### config.mk
export PLATFORM = sky130hd
export DESIGN_NAME = uart_frame_ctrl
export DESIGN_NICKNAME = d
export VERILOG_FILES = /design/src/rtl/uart_frame_ctrl.sv
export SDC_FILE = /design/constraint.sdc
export NUM_CORES = 1
export LEC_CHECK = 0
export ABC_AREA = 1
export CORE_ASPECT_RATIO = 1.2
export CORE_UTILIZATION = 61
export CTS_BUF_LIST = sky130_fd_sc_hd__clkbuf_16
export CTS_CLUSTER_DIAMETER = 30
export DETAILED_ROUTE_END_ITERATION = 8
export PLACE_DENSITY = 0.8
export SYNTH_ARGS = -nofsm -noshare
export SYNTH_HDL_FRONTEND = slang
export SYNTH_SLANG_ARGS = --single-unit
### constraint.sdc
create_clock -name i_Clock -period 2.5 [get_ports i_Clock]
set_input_delay 0.5 -clock i_Clock [delete_from_list [all_inputs] [get_ports i_Clock]]
set_output_delay 0.5 -clock i_Clock [all_outputs]
set_load 0.01 [all_outputs]
### src/rtl/uart_frame_ctrl.sv
// Frame parser for UART byte streams: SYNC(0xA5), LEN, payload, CHK, then a valid/ready unload.
// Optional inter-byte timeout is compiled in when UART_FRAME_TIMEOUT_EN is defined.
module uart_frame_ctrl #(
  parameter int unsigned MAX_LEN      = 16,
  parameter int unsigned TIMEOUT_CLKS = 8680
) (
  input  logic       i_Clock,
  input  logic       i_Rst_L,
  input  logic       i_RX_DV,
  input  logic [7:0] i_RX_Byte,
  output logic       o_Pkt_Valid,
  input  logic       i_Pkt_Ready,
  output logic [7:0] o_Pkt_Data,
  output logic       o_Pkt_Last,
  output logic       o_Err,
  output logic       o_Overrun,
  output logic       o_Busy
);

  localparam logic [2:0] IDLE        = 3'd0;
  localparam logic [2:0] GET_LEN     = 3'd1;
  localparam logic [2:0] GET_PAYLOAD = 3'd2;
  localparam logic [2:0] GET_CHK     = 3'd3;
  localparam logic [2:0] UNLOAD      = 3'd4;

  localparam logic [7:0] SYNC      = 8'hA5;
  localparam logic [7:0] MAX_LEN_B = 8'(MAX_LEN);
  localparam int unsigned IDX_W    = (MAX_LEN > 1) ? $clog2(MAX_LEN) : 1;

  logic [2:0]       state_q, state_d;
  logic [IDX_W-1:0] last_idx_q, last_idx_d;  // LEN-1
  logic [IDX_W-1:0] cnt_q, cnt_d;
  logic [IDX_W-1:0] k_q, k_d;
  logic [7:0]       acc_q, acc_d;
  logic             err_q, err_d;
  logic             ovr_q, ovr_d;
  logic             buf_we;
  logic             tmo_hit;
  logic             rx_state;

  logic [7:0] mem [MAX_LEN];

  assign rx_state = (state_q == GET_LEN) || (state_q == GET_PAYLOAD) || (state_q == GET_CHK);
  assign buf_we   = (state_q == GET_PAYLOAD) && i_RX_DV;

`ifdef UART_FRAME_TIMEOUT_EN
  localparam logic [15:0] TMO_LAST = 16'(TIMEOUT_CLKS - 1);
  logic [15:0] tmo_q, tmo_d;

  // A strobe in the same cycle as expiry wins and restarts the count.
  always_comb begin
    tmo_d   = 16'd0;
    tmo_hit = 1'b0;
    if (rx_state && !i_RX_DV) begin
      if (tmo_q == TMO_LAST) begin
        tmo_hit = 1'b1;
      end else begin
        tmo_d = tmo_q + 16'd1;
      end
    end
  end

  always_ff @(posedge i_Clock) begin
    if (!i_Rst_L) begin
      tmo_q <= 16'd0;
    end else begin
      tmo_q <= tmo_d;
    end
  end
`else
  assign tmo_hit = 1'b0;
`endif

  always_comb begin
    state_d    = state_q;
    last_idx_d = last_idx_q;
    cnt_d      = cnt_q;
    k_d        = k_q;
    acc_d      = acc_q;
    err_d      = 1'b0;
    ovr_d      = 1'b0;
    case (state_q)
      IDLE: begin
        if (i_RX_DV && (i_RX_Byte == SYNC)) begin
          state_d = GET_LEN;
          cnt_d   = '0;
          k_d     = '0;
        end
      end
      GET_LEN: begin
        if (i_RX_DV) begin
          if ((i_RX_Byte != 8'd0) && (i_RX_Byte <= MAX_LEN_B)) begin
            state_d    = GET_PAYLOAD;
            last_idx_d = IDX_W'(i_RX_Byte - 8'd1);
            acc_d      = i_RX_Byte;
            cnt_d      = '0;
          end else begin
            state_d = IDLE;
            err_d   = 1'b1;
          end
        end
      end
      GET_PAYLOAD: begin
        if (i_RX_DV) begin
          acc_d = acc_q + i_RX_Byte;
          cnt_d = cnt_q + IDX_W'(1);
          if (cnt_q == last_idx_q) begin
            state_d = GET_CHK;
          end
        end
      end
      GET_CHK: begin
        if (i_RX_DV) begin
          if (i_RX_Byte == acc_q) begin
            state_d = UNLOAD;
            k_d     = '0;
          end else begin
            state_d = IDLE;
            err_d   = 1'b1;
          end
        end
      end
      UNLOAD: begin
        ovr_d = i_RX_DV;
        if (i_Pkt_Ready) begin
          if (k_q == last_idx_q) begin
            state_d = IDLE;
            k_d     = '0;
          end else begin
            k_d = k_q + IDX_W'(1);
          end
        end
      end
      default: state_d = IDLE;
    endcase
    if (tmo_hit) begin
      state_d = IDLE;
    end
  end

  always_ff @(posedge i_Clock) begin
    if (!i_Rst_L) begin
      state_q    <= IDLE;
      last_idx_q <= '0;
      cnt_q      <= '0;
      k_q        <= '0;
      acc_q      <= 8'd0;
      err_q      <= 1'b0;
      ovr_q      <= 1'b0;
    end else begin
      state_q    <= state_d;
      last_idx_q <= last_idx_d;
      cnt_q      <= cnt_d;
      k_q        <= k_d;
      acc_q      <= acc_d;
      err_q      <= err_d;
      ovr_q      <= ovr_d;
    end
  end

  // Payload RAM is not reset; stale contents are never presented.
  always_ff @(posedge i_Clock) begin
    if (buf_we) begin
      mem[cnt_q] <= i_RX_Byte;
    end
  end

  assign o_Pkt_Valid = (state_q == UNLOAD);
  assign o_Pkt_Data  = o_Pkt_Valid ? mem[k_q] : 8'h00;
  assign o_Pkt_Last  = o_Pkt_Valid && (k_q == last_idx_q);
  assign o_Err       = err_q | tmo_hit;
  assign o_Overrun   = ovr_q;
  assign o_Busy      = (state_q != IDLE);

endmodule

==> reports/metrics.yaml <==
status: "finished, violations left"
failed_checks: "setup timing"
setup_viol: 7
clock-sinks: 157
power_density_mw_per_mm2: 836
cp_slowest_stage_delay_ns: 0.45
rows: 43
gp_congestion: 0.904
layout_min_cycle_time_ns: 2.71
yosysUniqueCellTypes: 33
holdWs_ns: 0.473
grt_antenna_before_repair: 0
core_mm2: 0.0115
max-cap-violations: 0
grt_pass1_wl_um: 29700
io_buffers: 24
grt-ovfl-total: 0
critPathTopFamily: "compound AO/OA/AOI/OAI gates"
rrSetupSlack_ns: 0.52
r2r_cells: 6
worstPathRequired_ns: 2.00
worstReg2RegEnd: "mem[1][1]"
finalHoldViolCount: 0
synth_area_leaders: "edfxtp_1 (54%), nor2_1 (8.2%), dfxtp_1 (8.1%)"
synth_cells: 727
critPathArrivalTime_ns: 2.21
critPathKind: "flip-flop to output pin"
cts_buffers: 17
power_leakage_nw: 3.30
fin_crit_sh_pct: 109
yosys_warnings: 0
diodes: 0
finalClockSkew_ns: 0.00538
layout.cells.most_common: "nor2_1"
clk_path_buf_depth: 2
start_util_pct: 62.3
yosysTopAreaCellShare_pct: 53.6
nets: 819
crit_buf_inv: 3
grt_max_degree: 25
path_max_fanout: 6
die_width_um: 101
avgViaCountPerCell: 6.02
setup_ws_ns: -0.214
grtUsageTotal_pct: 33.8
startpoint_type: "flip-flop"
slew_headroom_pct: 55.9
ir_drop_v: 0.000518
hold_path.class: "flip-flop to flip-flop"
worstMarginPinSlew_ns: 0.660
root_buffer: "clkbuf_16"
yosys.area.top_type: "edfxtp_1"
cts_hold_buf: 0
rsz0062_at_grt: "yes"
ys_ff_latch: 157
max_freq_ghz: 0.368
cp.depth: 7
ant_nets: 0
htree_levels: 4
remaining_drc_errors: 0
area_delta_synth_final_pct: 21.4
final-max-slew-violation-count: 0
cts_tree: "built"
crit_slowest_cell: "dfxtp_4"
endpoint: "o_Pkt_Data[6]"
cp-end-kind: "output pin"
die-area_mm2: 0.0122
clk_latency_ns: 0.42
syn_avg_cell_area_um2: 9.87
wl_um: 19800
drt-initial-drc-count: 546
syn-num-nets: 755
wire_per_inst_um: 20.6
syn-cell-area_mm2: 0.00717
reg2reg_from: "state_q[2]"
dr.pass1.iters: 5
pre_cts_slack_ns: -0.0301
drive_gt1_share_pct: 14.8
ios: 25
final_cell_mix: "nor2_1 (154), edfxtp_1 (128), nand2_1 (101)"
dp_hpwl_um: 12000
synth_seq_area_share_pct: 61.7
crit_chain: "buf_6 -> buf_16 -> o21ai_0 -> o211ai_1 -> nand3_1 -> a21oi_2 -> buf_2"
grt_pass1_vias: 5654
die_y_um: 121
clkTransAtPathRegs_ns: 0.06
vias: 5789
## report_power, final
part,internal (mW),leakage [nW],total (mW),switching (mW)
clock network,1.69,0.298,2.76,1.08
logic,0.571,1.61,1.50,0.929
registers,2.92,1.39,3.02,0.0939
## through the flow
step                utilization [%]  total power, mW  area [um2]  cells  TNS (ns)
floorplan                         -             3.96        7170    727         0
global placement               68.3             4.40        7860    922         0
detailed placement             68.3             4.44        7860    922   -0.0574
CTS                            74.9             7.21        8630    959    -0.134
global route                   75.6             7.57        8710    961    -0.913
finish                         75.6             7.28        8710    961    -0.491
## registers in the layout (all words and copies together), names as in the netlist, named ones only
name	flops
o_Err	1
cnt_q	4
last_idx_q	4
acc_q	8
state_q	3
k_q	4
o_Overrun	1
mem	128
## cell usage after synthesis (all sizes together)
cell type and n:
nor3 4, ha 15, or2 2, clkbuf 13, nand3 38, o21ai 76
xor2 7, o211ai 32, fa 1, o22ai 1, a21o 1, o21bai 2
inv 57, nand4 8, edfxtp 128, nand2 105, a211oi 1, nand3b 1
buf 16, dfxtp 29, a21oi 32, nor2 158
## cell families (layout without fill, tap and decap cells)
kind of cell               after synthesis  count (layout)  synth area share, %
and+or+nand+nor                        316             316                 18.2
DFF                                    157             157                 61.7
AOI/OAI and AO/OA                      145             145                 11.4
buffers and inverters                   86             163                 4.88
adders and majority gates               16              16                 2.90
xor gates and xnor gates                 7               7                0.855
## worst min path at each step
stage | start | to | slack (ns) | depth (start not counted)
after floorplan | acc_q[2] | acc_q[2] | 0.44 | 2
after global routing | acc_q[2] | acc_q[2] | 0.51 | 2
after detailed placement | acc_q[5] | acc_q[5] | 0.47 | 2
after CTS | acc_q[5] | acc_q[5] | 0.47 | 2
final | acc_q[5] | acc_q[5] | 0.47 | 2
after global placement | acc_q[6] | acc_q[6] | 0.45 | 2
## what timing repair did
item | 4_1_cts | 5_1_grt
endpoints found under the setup margin | 8 | 10
cloned | 3 | 2
resized for setup | 40 | 25
pin swaps | 13 | 14
setup buffers | 2 | 0
endpoints found under the hold margin | 0 | 0
## area by class of cell
class | count | area (um2)
fill | 774 | 2800
sequential | 157 | 4430
inverter | 57 | 219
timing repair buffer | 74 | 783
clock buffer | 17 | 425
multi-input combinational | 484 | 2440
tap | 157 | 196
clock inverter | 15 | 208
## worst reg2reg max path, delay by kind of cell (launching register included)
| family | cells | cell delay [ns] |
|---|---|---|
| buf+inv | 1 | 0.26 |
| simple gates | 5 | 1.02 |
| flops | 1 | 0.40 |
## per-layer routing
| metal | GRT usage [%] | routed length [um] | part of all wire [%] | vias up |
|---|---|---|---|---|
| met5 | 0 | 0 | 0 | - |
| met4 | 20.3 | 1030 | 5.2 | 0 |
| met3 | 6.88 | 1510 | 7.6 | 80 |
| met2 | 58.2 | 10100 | 51 | 304 |
| met1 | 38.6 | 7150 | 36 | 2771 |
| li1 | - | - | - | 2634 |
Note: power is estimated with default switching activity, not from simulation.
